[config.mk]
export PLATFORM = sky130hd
export DESIGN_NAME = usb_rx_bit_decoder
export DESIGN_NICKNAME = d
export VERILOG_FILES = /design/src/rtl/usb_rx_pkg.sv /design/src/rtl/flex_counter.sv /design/src/rtl/usb_rx_bit_decoder.sv
export SDC_FILE = /design/constraint.sdc
export NUM_CORES = 1
export LEC_CHECK = 0
export CAP_MARGIN = 5
export CORE_MARGIN = 5
export CORE_UTILIZATION = 40
export CTS_CLUSTER_SIZE = 24
export DETAILED_ROUTE_END_ITERATION = 16
export SYNTH_ARGS = -nofsm -noshare
export SYNTH_HDL_FRONTEND = slang
export SYNTH_SLANG_ARGS = --single-unit
[constraint.sdc]
create_clock -name clk -period 1.8 [get_ports clk]
set_input_delay 0.36 -clock clk [delete_from_list [all_inputs] [get_ports clk]]
set_output_delay 0.36 -clock clk [all_outputs]
set_load 0.02 [all_outputs]
[src/rtl/usb_rx_pkg.sv]
// Shared constants and FSM state encoding for the USB receive bit decoder.
package usb_rx_pkg;

    localparam int CLKS_PER_BIT = 8;
    localparam int SAMPLE_PHASE = 3;
    localparam int STUFF_LIMIT  = 6;

    typedef enum logic [1:0] {
        IDLE     = 2'd0,
        RECEIVE  = 2'd1,
        EOP_WAIT = 2'd2
    } state_t;

endpackage

[src/rtl/flex_counter.sv]
// Free-running up-counter: counts 0 .. rollover_val-1 then wraps; clear forces 0.
module flex_counter #(
    parameter int NUM_CNT_BITS = 4
) (
    input  logic                    clk,
    input  logic                    n_rst,
    input  logic                    clear,
    input  logic                    count_enable,
    input  logic [NUM_CNT_BITS-1:0] rollover_val,
    output logic [NUM_CNT_BITS-1:0] count_out
);

    logic [NUM_CNT_BITS-1:0] count_q, count_d;

    always_comb begin
        count_d = count_q;
        if (clear) begin
            count_d = '0;
        end else if (count_enable) begin
            if (count_q >= rollover_val - NUM_CNT_BITS'(1)) begin
                count_d = '0;
            end else begin
                count_d = count_q + NUM_CNT_BITS'(1);
            end
        end
    end

    always_ff @(posedge clk or negedge n_rst) begin
        if (!n_rst) begin
            count_q <= '0;
        end else begin
            count_q <= count_d;
        end
    end

    assign count_out = count_q;

endmodule

[src/rtl/usb_rx_bit_decoder.sv]
// USB receive NRZI bit decoder with bit-unstuffing, byte boundary flags and EOP detect.
// Define USB_RX_STUFF_ERR_EN to report bit-stuff violations on stuff_err.
//
// state    | meaning
// IDLE     | line idle, waiting for J->K packet start edge
// RECEIVE  | sampling mid-bit, NRZI decoding and unstuffing
// EOP_WAIT | SE0 seen, eop held until J sampled
module usb_rx_bit_decoder
    import usb_rx_pkg::*;
(
    input  logic        clk,
    input  logic        n_rst,
    input  logic        d_plus,
    input  logic        d_minus,
    input  logic        timer_clear,
    output logic        edge_start,
    output logic        shift_enable,
    output logic [15:0] rcv_data,
    output logic        one_byte,
    output logic        two_byte,
    output logic        eop,
    output logic        stuff_err
);

    localparam logic [3:0] PHASE_ROLL = 4'(CLKS_PER_BIT);
    localparam logic [3:0] PHASE_SAMP = 4'(SAMPLE_PHASE);
    localparam logic [2:0] ONES_MAX   = 3'(STUFF_LIMIT);

    state_t      state_q, state_d;
    logic        dp_last_q, dp_last_d;
    logic        prev_level_q, prev_level_d;
    logic [2:0]  ones_q, ones_d;
    logic [3:0]  count_q, count_d, count_inc;
    logic [15:0] rcv_data_q, rcv_data_d;
    logic        edge_start_q, edge_start_d;
    logic        shift_enable_q, shift_enable_d;
    logic        one_byte_q, one_byte_d;
    logic        two_byte_q, two_byte_d;
    logic        eop_q, eop_d;

    logic [3:0]  phase;
    logic        phase_clear, sample, se0, line_j, nrzi_bit;

    assign dp_last_d   = d_plus;
    assign phase_clear = timer_clear || (state_q == IDLE) || (d_plus != dp_last_q);
    assign sample      = (phase == PHASE_SAMP);
    assign se0         = !d_plus && !d_minus;
    assign line_j      = d_plus && !d_minus;
    assign nrzi_bit    = (d_plus == prev_level_q);

    flex_counter #(.NUM_CNT_BITS(4)) u_phase (
        .clk          (clk),
        .n_rst        (n_rst),
        .clear        (phase_clear),
        .count_enable (1'b1),
        .rollover_val (PHASE_ROLL),
        .count_out    (phase)
    );

    always_comb begin
        state_d        = state_q;
        prev_level_d   = prev_level_q;
        ones_d         = ones_q;
        count_d        = count_q;
        rcv_data_d     = rcv_data_q;
        edge_start_d   = 1'b0;
        shift_enable_d = 1'b0;
        one_byte_d     = one_byte_q;
        two_byte_d     = two_byte_q;
        eop_d          = eop_q;
        count_inc      = count_q + 4'd1;

        if (timer_clear) begin
            state_d      = IDLE;
            prev_level_d = 1'b1;
            ones_d       = '0;
            count_d      = '0;
            one_byte_d   = 1'b0;
            two_byte_d   = 1'b0;
            eop_d        = 1'b0;
        end else begin
            case (state_q)
                IDLE: begin
                    if (dp_last_q && !d_plus) begin
                        edge_start_d = 1'b1;
                        prev_level_d = 1'b1;
                        ones_d       = '0;
                        count_d      = '0;
                        one_byte_d   = 1'b0;
                        two_byte_d   = 1'b0;
                        state_d      = RECEIVE;
                    end
                end
                RECEIVE: begin
                    if (sample) begin
                        if (se0) begin
                            eop_d   = 1'b1;
                            state_d = EOP_WAIT;
                        end else begin
                            prev_level_d = d_plus;
                            if (ones_q == ONES_MAX) begin
                                ones_d = '0;
                            end else begin
                                shift_enable_d = 1'b1;
                                rcv_data_d     = {nrzi_bit, rcv_data_q[15:1]};
                                ones_d         = nrzi_bit ? ones_q + 3'd1 : 3'd0;
                                count_d        = count_inc;
                                // boundaries are only reachable after >= 8 / 16 shifts
                                one_byte_d     = (count_inc[2:0] == 3'd0);
                                two_byte_d     = (count_inc == 4'd0);
                            end
                        end
                    end
                end
                EOP_WAIT: begin
                    eop_d = 1'b1;
                    if (sample && line_j) begin
                        eop_d   = 1'b0;
                        state_d = IDLE;
                    end
                end
                default: state_d = IDLE;
            endcase
        end
    end

    always_ff @(posedge clk or negedge n_rst) begin
        if (!n_rst) begin
            state_q        <= IDLE;
            dp_last_q      <= 1'b0;
            prev_level_q   <= 1'b1;
            ones_q         <= '0;
            count_q        <= '0;
            rcv_data_q     <= 16'h0000;
            edge_start_q   <= 1'b0;
            shift_enable_q <= 1'b0;
            one_byte_q     <= 1'b0;
            two_byte_q     <= 1'b0;
            eop_q          <= 1'b0;
        end else begin
            state_q        <= state_d;
            dp_last_q      <= dp_last_d;
            prev_level_q   <= prev_level_d;
            ones_q         <= ones_d;
            count_q        <= count_d;
            rcv_data_q     <= rcv_data_d;
            edge_start_q   <= edge_start_d;
            shift_enable_q <= shift_enable_d;
            one_byte_q     <= one_byte_d;
            two_byte_q     <= two_byte_d;
            eop_q          <= eop_d;
        end
    end

`ifdef USB_RX_STUFF_ERR_EN
    logic stuff_err_q, stuff_err_d;

    always_comb begin
        stuff_err_d = !timer_clear && (state_q == RECEIVE) && sample && !se0
                      && (ones_q == ONES_MAX) && nrzi_bit;
    end

    always_ff @(posedge clk or negedge n_rst) begin
        if (!n_rst) begin
            stuff_err_q <= 1'b0;
        end else begin
            stuff_err_q <= stuff_err_d;
        end
    end

    assign stuff_err = stuff_err_q;
`else
    assign stuff_err = 1'b0;
`endif

    assign edge_start   = edge_start_q;
    assign shift_enable = shift_enable_q;
    assign rcv_data     = rcv_data_q;
    assign one_byte     = one_byte_q;
    assign two_byte     = two_byte_q;
    assign eop          = eop_q;

endmodule

# Word level (Yosys, flattened, before mapping)
# Index checks and enable logic that the tools add are counted.
# totals
out_inout_bits	22
word_cells	99
input_bits	5
regBits	36
# op_classes
muxes	50
bitwise	3
n_reduce_logical	18
n_lt_le_gt_ge	1
eq_ne	12
n_addsub	3
# op_table
cell	count
$mux W4	7
$mux W1	25
$mux W3	6
$ne A3 B3 Y1 const B	5
$mux W2	5
$reduce_and A5 Y1	2
$add A4 B1 Y4 const B	2
$pmux W1 S2	4
$pmux W4 S2	1
$reduce_and A4 Y1	2
$pmux W2 S3	1
$pmux W3 S2	1
$reduce_bool A3 Y1	2
$eq A4 B2 Y1 const B	1
$ge A4 B3 Y1 const B	1
$logic_and A1 B1 Y1	4
$logic_not A4 Y1	1
$add A3 B1 Y3 const B	1
$eq A3 B3 Y1 const B	1
$logic_not A3 Y1	1
$ne A3 B2 Y1 const B	1
$not A1 Y1	3
$reduce_and A3 Y1	1
$eq A2 B1 Y1 const B	1
6 further kinds	8

# Logic depth before layout (Yosys ltp)
# depth
depth_word	7
mapped_depth	8
depth_no_buf	7

# By module
# From an unflattened synthesis, not the netlist that was laid out.
# hier_totals
hier_cells	154
area_unflattened_um2	1870.5
# modules_own_cells
mod	seq_area_each_um2	n_inst	area_per_inst_um2	cells_each
usb_rx_bit_decoder	802.0	1	1505.2	117
flex_counter	100.1	1	365.4	37

# Worst setup path after synthesis
# OpenSTA, ideal clock, no wires.
# synth_timing
path_kind	reg-to-reg
from	register u_phase.count_q[0] (netlist: u_phase.count_out[0])
to	register one_byte_q (netlist: one_byte)
path_slack_ps	179
t_required_ps	1675
t_arrival_ps	1496
path_buffers	0
period_less_slack_ps	1621
path_stages_with_launch	6
path_cell_list	dfrtp_1 ha_1 nor3b_4 and3_4 nor3_4 mux2_4
# synth_via
elab_chain_len	3
# synth_lines
item	line	rtl
from (decl)	flex_counter.sv:13	logic [NUM_CNT_BITS-1:0] count_q, count_d;
from (signal assigned)	flex_counter.sv:32	count_q <= count_d;
$eq A4 B2 Y1	usb_rx_bit_decoder.sv:46	assign sample = (phase == PHASE_SAMP);
$ne A3 B3 Y1 (no source line)	-	
$reduce_and A5 Y1 (no source line)	-	
to (signal assigned)	usb_rx_bit_decoder.sv:149	one_byte_q <= one_byte_d;
to (decl)	usb_rx_bit_decoder.sv:37	logic one_byte_q, one_byte_d;
# No other way between the ends.
# A chain may end at the register's enable or synchronous reset.

# Final worst setup path
# layout_timing
from	input d_plus
to	register one_byte_q (netlist: one_byte)
# layout_via
elab_chain_len	4
# layout_lines
item	line	rtl
from (decl)	usb_rx_bit_decoder.sv:13	input logic d_plus,
$logic_not A1 Y1 *	usb_rx_bit_decoder.sv:47, usb_rx_bit_decoder.sv:84	
$logic_and A1 B1 Y1, on equally long branches	usb_rx_bit_decoder.sv:47, usb_rx_bit_decoder.sv:84	
$ne A3 B3 Y1 (no source line) or $ne A3 B2 Y1 (tied branches)	-	
$reduce_and A5 Y1 (no source line) *	-	
# Mark *: on every way between the ends. The rest lies on a longest branch, timed or not.

==> results.txt <==
- Final clock period utilization by the worst path: 0.950
- Die area: 0.00559 mm2
- The share of the Yosys chip area taken by registers is 0.537.
* Level count of the clock H-tree: 2
* Setup repair after global routing missed its margin: false
* Max Fclk: 0.585 GHz
* Final min period: 1.71 ns
- Distinct cell type count after synthesis: 43
- STA classifies the critical path endpoint as a flip-flop.
- In the final design database the tool counted 215 nets.
- Clock tree root buffer cell: sky130_fd_sc_hd__clkbuf_8
- Vertical die dimension: 74.8 um
- From synthesis to final layout, the design area changed by 28.6%.
- DP HPWL: 2.37 mm
- Setup slack on the worst reg-to-reg path comes out at 0.10 ns.
- After detailed routing, the number of vias per cell comes to 4.71.
- The later pin in the worst-skew pair is clocked with a latency of 0.28 ns.
- Count of cells along the worst hold path: 1
- Final RePlAce weighted congestion: 0.754
- The count of nets left with antenna violations once routing finished came out at 0.
* Post-Syn Nets: 177
- Leakage power summed over all cells: 1.06 nW
- Placed inst area: 0.00206 mm2
- For this block, the via count after detailed routing is 1201.
- At the worst endpoint, the arrival time is 1.88 ns.
* Initial Util: 0.417
- For this run, the number of Yosys warnings is 0.
* CTS tree: built
* Core Rows: 23
- The cell count after synthesis came out at 166.
- Number of hold violations in the final report: 0
* Register-to-Register Path Depth: 5
* GRT overflow: 0
- Async set or reset register ratio after synthesis: 1.00
- Clock-pin slew was measured on the worst setup and hold paths at 0.07 ns.
* Most common cell after layout, fill and taps aside: sky130_fd_sc_hd__nand2_1
* Count of final setup violators: 0
- The min-delay analysis places its worst path in the category flip-flop to flip-flop.
* Total DRC errors in the routed layout: 0
* Commonest cells after routing, fill and taps aside: sky130_fd_sc_hd__nand2_1, sky130_fd_sc_hd__dfrtp_1, sky130_fd_sc_hd__clkdlybuf4s50_1
- The clock arrives with 0.00610 ns of skew.
* End of the critical path: one_byte
- Areal power density over the cells: 691 mW/mm2
* Total clock buffers created by CTS: 5
- Post-route cell area: 0.00216 mm2
- The number of global-route vias before repair is 1197.
* Dominant register cell in the synthesized netlist: sky130_fd_sc_hd__dfrtp_1
- Maximum clock path buffer count: 2
- Final Slew Violations: 0
* Number of placed I/O pins: 27
* Startpoint of the most critical register-to-register path: u_phase.count_out[0]
- Register bit count reported by yosys: 36
* Number of instances in the placed design: 246
* Number of DRC markers after the initial detailed-route iteration: 57
- The worst setup path is of the primary input to flip-flop kind.
- Post-Syn Area: 0.00168 mm2
* Element type at the critical path start: primary input
- Power comes to 1.49 mW.
- Across every metal layer, demand over resource in global routing totals 0.130.
- Critical path launch point: d_plus
- After detailed routing, the total wire length is 3.28 mm.
* Largest net degree at the start of global routing: 37
- Buffers inserted to repair hold after CTS numbered 0.
- The first global-routing pass estimated 5.46 mm of wire.
- Capture point of the worst reg-to-reg path: one_byte
- Top fanout value on the critical path: 6
- Ant. Diodes: 0
- Each instance of the synthesized netlist takes up on average 10.1 um2.
- The number of antenna violations at the first check in global routing is 0.
- Non-Filler Instances: 255
- Port Buffer Count: 25
- From left edge to right edge, the die measures 74.8 um.
- Highest ir drop seen on vdd: 0.320 mV
- The total area inside the core boundary comes to 0.00403 mm2.
* EDFF count, synth: 0
- The tree built by TritonCTS fans out to 36 sinks.
* Setup total negative slack: 0 ns
- In the final layout, the share of cells above drive strength 1 is 0.161.
- Data on the critical path is required at its endpoint by 1.97 ns.
* Number of search-and-repair iterations in the first detailed-routing pass: 4
* Status: finished clean
* Wire length per cell after detailed routing: 12.9 um
- Final-layout worst hold slack: 0.471 ns
- Number of maximum-capacitance violations: 0
## sequential cells by signal, summed over array words and instances (netlist names), 2 cells and up
| signal | cells |
|---|---|
| state_q | 2 |
| count_q | 4 |
| ones_q | 3 |
| u_phase.count_out | 4 |
| rcv_data | 16 |
## kinds of logic after synthesis
kind of cell	count (synthesis)	share of synthesized area
and+or+nand+nor	86	0.256
DFF	36	0.537
AOI/OAI and AO/OA	17	0.0760
buffers and inverters	12	0.0365
adders and majority gates	6	0.0447
xor gates and xnor gates	5	0.0261
muxes	3	0.0216
other	1	0.00223
## Yosys cell counts, types with 2 or more instances
| master | number | area (um2) |
|---|---|---|
| sky130_fd_sc_hd__a21oi_1 | 2 | 10.0 |
| sky130_fd_sc_hd__a22o_2 | 2 | 20.0 |
| sky130_fd_sc_hd__buf_4 | 2 | 15.0 |
| sky130_fd_sc_hd__dfrtp_1 | 35 | 876 |
| sky130_fd_sc_hd__ha_1 | 6 | 75.1 |
| sky130_fd_sc_hd__inv_1 | 6 | 22.5 |
| sky130_fd_sc_hd__nand2_1 | 53 | 199 |
| sky130_fd_sc_hd__nand2b_1 | 2 | 12.5 |
| sky130_fd_sc_hd__nand3_1 | 4 | 20.0 |
| sky130_fd_sc_hd__nor2_1 | 11 | 41.3 |
| sky130_fd_sc_hd__nor2b_1 | 2 | 12.5 |
| sky130_fd_sc_hd__nor3b_1 | 3 | 22.5 |
| sky130_fd_sc_hd__nor3b_4 | 2 | 37.5 |
| sky130_fd_sc_hd__o21ai_0 | 2 | 10.0 |
| sky130_fd_sc_hd__o21ai_1 | 3 | 15.0 |
| sky130_fd_sc_hd__xnor2_1 | 4 | 35.0 |
## area by class of cell
| type | count | area, um2 |
|---|---|---|
| fillers | 367 | 1870 |
| flip-flops and latches | 36 | 902 |
| multi-input cells | 118 | 721 |
| repair buffers | 36 | 358 |
| clock buffers | 8 | 90.1 |
| well taps | 50 | 62.6 |
| inverters | 7 | 26.3 |
## power breakdown
group	total (mW)	internal [mW]	switching, mW	leakage [nW]
combinational	0.0871	0.0382	0.0489	0.521
clock	0.587	0.312	0.274	0.0455
sequential	0.819	0.813	0.00539	0.496
total	1.49	1.16	0.329	1.06
## critical path, stage by stage
cell and delay [ns]:
sky130_fd_sc_hd__clkdlybuf4s50_1 0.51, sky130_fd_sc_hd__inv_1 0.06, sky130_fd_sc_hd__ha_1 0.20, sky130_fd_sc_hd__nor3b_2 0.18, sky130_fd_sc_hd__nor3_4 0.25, sky130_fd_sc_hd__mux2_4 0.33
## how the worst min path moves through the flow
stage,from,end,slack (ns)
detailed placement,rcv_data[0],rcv_data[0],0.46
global placement,u_phase.count_out[0],u_phase.count_out[0],0.45
floorplan,n_rst,count_q[0],0.06
global route,u_phase.count_out[0],u_phase.count_out[0],0.49
finish,u_phase.count_out[0],u_phase.count_out[0],0.47
CTS,u_phase.count_out[0],u_phase.count_out[0],0.48
## repair_timing
action | in CTS | in global routing
buffers inserted | 0 | 1
hold endpoints to repair | 0 | 0
gates resized for setup | 0 | 1
setup endpoints to repair | 0 | 6
## layer usage
layer / global-route usage / part of all wire / vias to the layer above
met3: 0.0401 / 0.033 / 5
met4: 0.0415 / 0.014 / 0
met5: 0 / 0 / -
met2: 0.218 / 0.48 / 19
met1: 0.161 / 0.47 / 561
li1: - / - / 616
## stage by stage
step	utilization	worst slack, ns
floorplan	-	0.179
CTS	0.533	0.0640
global placement	0.511	-0.209
finish	0.536	0.0902
detailed placement	0.511	-0.236
global route	0.536	0.0167
(Power assumes the default switching activity.)
